$ cat src/rtl/cpu_v1_pkg.sv
// Shared types and constants for the v1 CPU control path and ALU.
package cpu_v1_pkg;

  typedef enum logic [2:0] {
    ST_FETCH,
    ST_DECODE,
    ST_EXEC,
    ST_WB,
    ST_HALT
  } state_t;

  localparam logic [2:0] ALU_PASS = 3'b000;
  localparam logic [2:0] ALU_ADD  = 3'b001;
  localparam logic [2:0] ALU_XOR  = 3'b010;
  localparam logic [2:0] ALU_OR   = 3'b011;
  localparam logic [2:0] ALU_AND  = 3'b100;

  localparam logic [6:0] OP_IMM = 7'b0010011;
  localparam logic [6:0] OP_LUI = 7'b0110111;

  localparam logic [2:0] F3_ADDI = 3'b000;
  localparam logic [2:0] F3_XORI = 3'b100;
  localparam logic [2:0] F3_ORI  = 3'b110;
  localparam logic [2:0] F3_ANDI = 3'b111;

endpackage

$ cat src/rtl/cpu_v1_decode.sv
// Combinational instruction decoder: I-type ALU ops (ADDI/XORI/ORI/ANDI) and LUI.
module cpu_v1_decode
  import cpu_v1_pkg::*;
(
  input  logic [31:0] instr,
  output logic [2:0]  alu_op,
  output logic        alu_a_sel,
  output logic [31:0] imm,
  output logic [4:0]  rs1,
  output logic [4:0]  rd,
  output logic        illegal
);

  always_comb begin
    alu_op    = ALU_PASS;
    alu_a_sel = 1'b0;
    imm       = '0;
    rs1       = instr[19:15];
    rd        = instr[11:7];
    illegal   = 1'b1;
    case (instr[6:0])
      OP_IMM: begin
        imm     = {{20{instr[31]}}, instr[31:20]};
        illegal = 1'b0;
        case (instr[14:12])
          F3_ADDI: alu_op = ALU_ADD;
          F3_XORI: alu_op = ALU_XOR;
          F3_ORI:  alu_op = ALU_OR;
          F3_ANDI: alu_op = ALU_AND;
          default: illegal = 1'b1;
        endcase
      end
      OP_LUI: begin
        alu_a_sel = 1'b1;
        imm       = {instr[31:12], 12'b0};
        illegal   = 1'b0;
      end
      default: illegal = 1'b1;
    endcase
  end

endmodule

$ cat src/rtl/cpu_v1_ctrl.sv
// Multi-cycle FETCH/DECODE/EXEC/WB control unit for the v1 CPU.
// Optional CPU_V1_ILLEGAL_HALT_EN: illegal instructions halt the core instead of retiring as NOPs.
module cpu_v1_ctrl
  import cpu_v1_pkg::*;
#(
  parameter logic [31:0] RESET_PC = 32'h0000_0000
) (
  input  logic        clk,
  input  logic        rst_n,
  output logic [31:0] imem_addr,
  output logic        imem_req,
  input  logic        imem_ack,
  input  logic [31:0] imem_rdata,
  output logic [4:0]  rs1,
  output logic [4:0]  rd,
  output logic [31:0] imm,
  output logic        alu_a_sel,
  output logic [2:0]  alu_op,
  output logic        rf_we,
  output logic [31:0] pc,
  output logic        halted
);

  state_t      state, state_next;
  logic [31:0] ir;
  logic        illegal_reg;

  logic [2:0]  dec_alu_op;
  logic        dec_alu_a_sel;
  logic [31:0] dec_imm;
  logic [4:0]  dec_rs1;
  logic [4:0]  dec_rd;
  logic        dec_illegal;

  cpu_v1_decode u_decode (
    .instr     (ir),
    .alu_op    (dec_alu_op),
    .alu_a_sel (dec_alu_a_sel),
    .imm       (dec_imm),
    .rs1       (dec_rs1),
    .rd        (dec_rd),
    .illegal   (dec_illegal)
  );

  always_ff @(posedge clk or negedge rst_n) begin
    if (!rst_n) state <= ST_FETCH;
    else        state <= state_next;
  end

  always_comb begin
    state_next = state;
    case (state)
      ST_FETCH:  if (imem_ack) state_next = ST_DECODE;
`ifdef CPU_V1_ILLEGAL_HALT_EN
      ST_DECODE: state_next = dec_illegal ? ST_HALT : ST_EXEC;
      ST_HALT:   state_next = ST_HALT;
`else
      ST_DECODE: state_next = ST_EXEC;
`endif
      ST_EXEC:   state_next = ST_WB;
      ST_WB:     state_next = ST_FETCH;
      default:   state_next = ST_FETCH;
    endcase
  end

  // Decoded controls are captured on DECODE exit and held until the next DECODE.
  always_ff @(posedge clk or negedge rst_n) begin
    if (!rst_n) begin
      pc          <= RESET_PC;
      ir          <= '0;
      alu_op      <= ALU_PASS;
      alu_a_sel   <= 1'b0;
      imm         <= '0;
      rs1         <= '0;
      rd          <= '0;
      illegal_reg <= 1'b0;
    end else begin
      if (state == ST_FETCH && imem_ack) ir <= imem_rdata;
      if (state == ST_DECODE) begin
        alu_op      <= dec_alu_op;
        alu_a_sel   <= dec_alu_a_sel;
        imm         <= dec_imm;
        rs1         <= dec_rs1;
        rd          <= dec_rd;
        illegal_reg <= dec_illegal;
      end
      if (state == ST_WB) pc <= pc + 32'd4;
    end
  end

  assign imem_req  = (state == ST_FETCH);
  assign imem_addr = pc;
  assign rf_we     = (state == ST_WB) && !illegal_reg && (rd != 5'd0);

`ifdef CPU_V1_ILLEGAL_HALT_EN
  assign halted = (state == ST_HALT);
`else
  assign halted = 1'b0;
`endif

endmodule

$ cat config.mk
export PLATFORM = sky130hd
export DESIGN_NAME = cpu_v1_ctrl
export DESIGN_NICKNAME = d
export VERILOG_FILES = /design/src/rtl/cpu_v1_pkg.sv /design/src/rtl/cpu_v1_decode.sv /design/src/rtl/cpu_v1_ctrl.sv
export SDC_FILE = /design/constraint.sdc
export NUM_CORES = 1
export LEC_CHECK = 0
export ABC_AREA = 1
export BUFFER_PORTS_ARGS = -buffer_cell sky130_fd_sc_hd__buf_4
export CORE_ASPECT_RATIO = 0.6
export CORE_UTILIZATION = 40
export DETAILED_ROUTE_END_ITERATION = 6
export PLACE_DENSITY = 0.74
export SLEW_MARGIN = 5
export SYNTH_ARGS = -nofsm -noshare
export SYNTH_HDL_FRONTEND = slang
export SYNTH_SLANG_ARGS = --single-unit
$ cat constraint.sdc
create_clock -name clk -period 1.6 [get_ports clk]
set_input_delay 0.24 -clock clk [delete_from_list [all_inputs] [get_ports clk]]
set_output_delay 0.24 -clock clk [all_outputs]
set_load 0.03 [all_outputs]
==> reports/metrics.cfg <==
[outcome]
status=finished clean

[clock_network]
clk_pin_slew_ns=0.07
cts_tree=built
htree_levels=3
cts_buffers=9
cts_root_buf=clkbuf_16
cts_buffer_depth=2
cts_sinks=111
insertion_delay_ns=0.35

[power_and_ir_drop]
vdd_drop_max_mv=0.786
combPwrFrac=0.376
seqPwrFrac=0.404
power.total_w=0.0100
power.leakage_nw=3.56
intPower_w=0.00627
switching_share=0.374
clockPowerShare=0.220
netSwitchingPower_w=0.00374
powerDensity_nw_per_um2=1460

[timing]
holdWs_ns=0.117
tns_ns=0
rsz0062_at_grt=true
period_share=0.983
skew_ns=0.00866
hold_viol=0
setup_viol=0
slew_violations=0
min_period_ns=1.57
max_freq_mhz=636

[placement]
dp.cells=836
place.gp.congestion=0.866
dp_hpwl_microns=9730
numPortBuffers=142

[setup_path]
rr_startpoint=state[0]$_DFFE_PN0P_
crit_arrival_ns=1.33
ff2ff_path_depth=8
crit_fanout=4
critPathCaptureType=output pin
start_kind=flip-flop
ff2ff_setup_slack_ns=0.05
crit_required_ns=1.36
crit_type=reg -> out
worst_r2r_endpoint=imm[14]$_DFFE_PN0P_

[floorplan]
die_area_sq_um=13700
die_w_microns=151
rows=32
start_util=0.411
io_pins=148
core_area_sq_um=12900
die_h_microns=91.1

[detailed_routing]
met3WireLength_microns=996
met1Wirelength_microns=6310
via_count=4192
dr.pass1.iters=5
viasPerCell=4.88
antenna_left=0
drtIter0Drc=279
drc=0
post_drt_wl_per_cell_microns=15.6
finalWirelength_microns=13400
top_layer=met4
dr_wl_met2_microns=6010

[cells_and_area]
antenna_cells=0
fin_cells=859
n_fill_cell=1147
fin_util=0.533
drive_gt1_frac=0.361
nNetsFinal=725
synthToLayoutAreaGrowth_pct=29.8

[min_path]
whs_path_depth=2
hp-class=in -> reg
hold_end=ir[13]$_DFFE_PN0P_
hold_start=imem_rdata[13]

[synthesis]
synth_edf_count=0
avgSynthCellArea_sq_um=9.53
yosysMostFrequentCell=nand2_1
syn_inst=556
ys_async_sr_fraction=1.00
synth_seq_cells=111
ys.flop_type=dfrtp_1
ys_warn_count=0
synth_top_area_share=0.524
ys_types=32
synthTopCellsByArea=dfrtp_1, nand2_1, mux2_2
syn-cell-area_sq_um=5300
ys_seq_area_frac=0.524
ys_top_cells_by_count=nand2_1, dfrtp_1, inv_1
yosys.area.top_type=dfrtp_1

[global_routing]
grt_usage=0.198
grt_pass1_wl_microns=20800
antenna_found_initial=0
globalRouteOverflowTotal=0
grt_pass1_vias=4017
grt_max_degree=47

[run]
drv_cap=0

==> worst max-delay path by stage <==
stage | from | end | cells after the start
after global placement | state[0]$_DFFE_PN0P_ | imem_addr[27]$_DFFE_PN0N_ | 8
final | state[1]$_DFFE_PN0P_ | imem_req | 3
after CTS | state[1]$_DFFE_PN0P_ | rf_we | 6
after floorplan | imem_addr[2]$_DFFE_PN0N_ | imem_addr[24]$_DFFE_PN0N_ | 8
after global routing | state[0]$_DFFE_PN0P_ | imem_req | 3
after detailed placement | state[0]$_DFFE_PN0P_ | imem_addr[27]$_DFFE_PN0N_ | 8
==> power groups by stage <==
stage / clock network (W) / registers (W) / logic (W)
6_report: 0.00220 / 0.00405 / 0.00376
4_1_cts: 0.00225 / 0.00404 / 0.00358
5_1_grt: 0.00236 / 0.00413 / 0.00406
2_1_floorplan: 0 / 0.00443 / 0.00187
3_5_place_dp: 0 / 0.00408 / 0.00350
3_3_place_gp: 0 / 0.00405 / 0.00338
==> area by class of cell <==
class,count,area [sq um],area share
Multi-Input combinational cell,349,2040,0.296
Timing Repair Buffer,164,1370,0.199
Sequential cell,111,2780,0.404
Tap cell,170,213,0.0309
Clock inverter,4,36.3,0.00528
Clock buffer,11,253,0.0368
Inverter,50,190,0.0277
==> through the flow <==
stage               setup WS, ns  cell area [sq um]
floorplan                 0.0167               5310
global placement          0.0317               6440
detailed placement       0.00774               6440
CTS                       0.0121               6780
global route             -0.0314               6880
finish                    0.0265               6880
==> routing by layer <==
metal,track usage,vias to the layer above
met3,0.0497,9
met2,0.297,157
met5,0,-
met4,0.0379,0
li1,-,1988
met1,0.287,2038
==> critical path, cell delays in order, from the launching register on <==
cell and delay (ns):
dfrtp_1 0.43, inv_1 0.12, ha_2 0.25, buf_4 0.18
==> repair_timing <==
item / 4_1_cts / 5_1_grt
pin swaps: 1 / 0
buffers inserted: 4 / 0
hold buffers: 1 / 0
endpoints found under the setup margin: 2 / 11
endpoints found under the hold margin: 22 / 0
resized for setup: 2 / 8
gates cloned: 0 / 3
==> logic make-up (layout without fill, tap and decap cells) <==
| group | count (synthesis) | after routing | share of synthesized area |
|---|---|---|---|
| AND/OR/NAND/NOR | 247 | 247 | 0.213 |
| flip-flops | 111 | 111 | 0.524 |
| buffers and inverters | 100 | 229 | 0.0987 |
| AO/OA/AOI/OAI | 47 | 47 | 0.0638 |
| multiplexers | 27 | 27 | 0.0574 |
| XOR/XNOR | 18 | 18 | 0.0298 |
| adder cells (fa/ha/maj) | 5 | 5 | 0.0118 |
| other | 1 | 5 | 0.000708 |
==> cells in the final DEF (no fill, tap or decap), types with 3 or more instances in the layout <==
cell type | netlist | final
o31ai_1 | 3 | 3
dfrtp_1 | 111 | 109
buf_4 | 37 | 152
nand2_2 | 6 | 5
nor2_4 | 6 | 6
nand2_4 | 2 | 3
o21ai_0 | 18 | 18
nor3_2 | 3 | 3
nand2_1 | 140 | 140
buf_12 | 0 | 6
conb_1 | 1 | 5
nand4_1 | 9 | 9
a21oi_1 | 7 | 7
nand3_1 | 23 | 23
o211ai_2 | 10 | 10
clkbuf_16 | 0 | 12
xnor2_1 | 6 | 6
nor2_2 | 5 | 7
mux2_2 | 27 | 27
nor3_1 | 3 | 3
o211ai_1 | 6 | 6
xor2_1 | 12 | 12
ha_1 | 5 | 3
inv_1 | 48 | 48
nor2_1 | 45 | 43
Note: power is estimated with default switching activity, not from simulation.
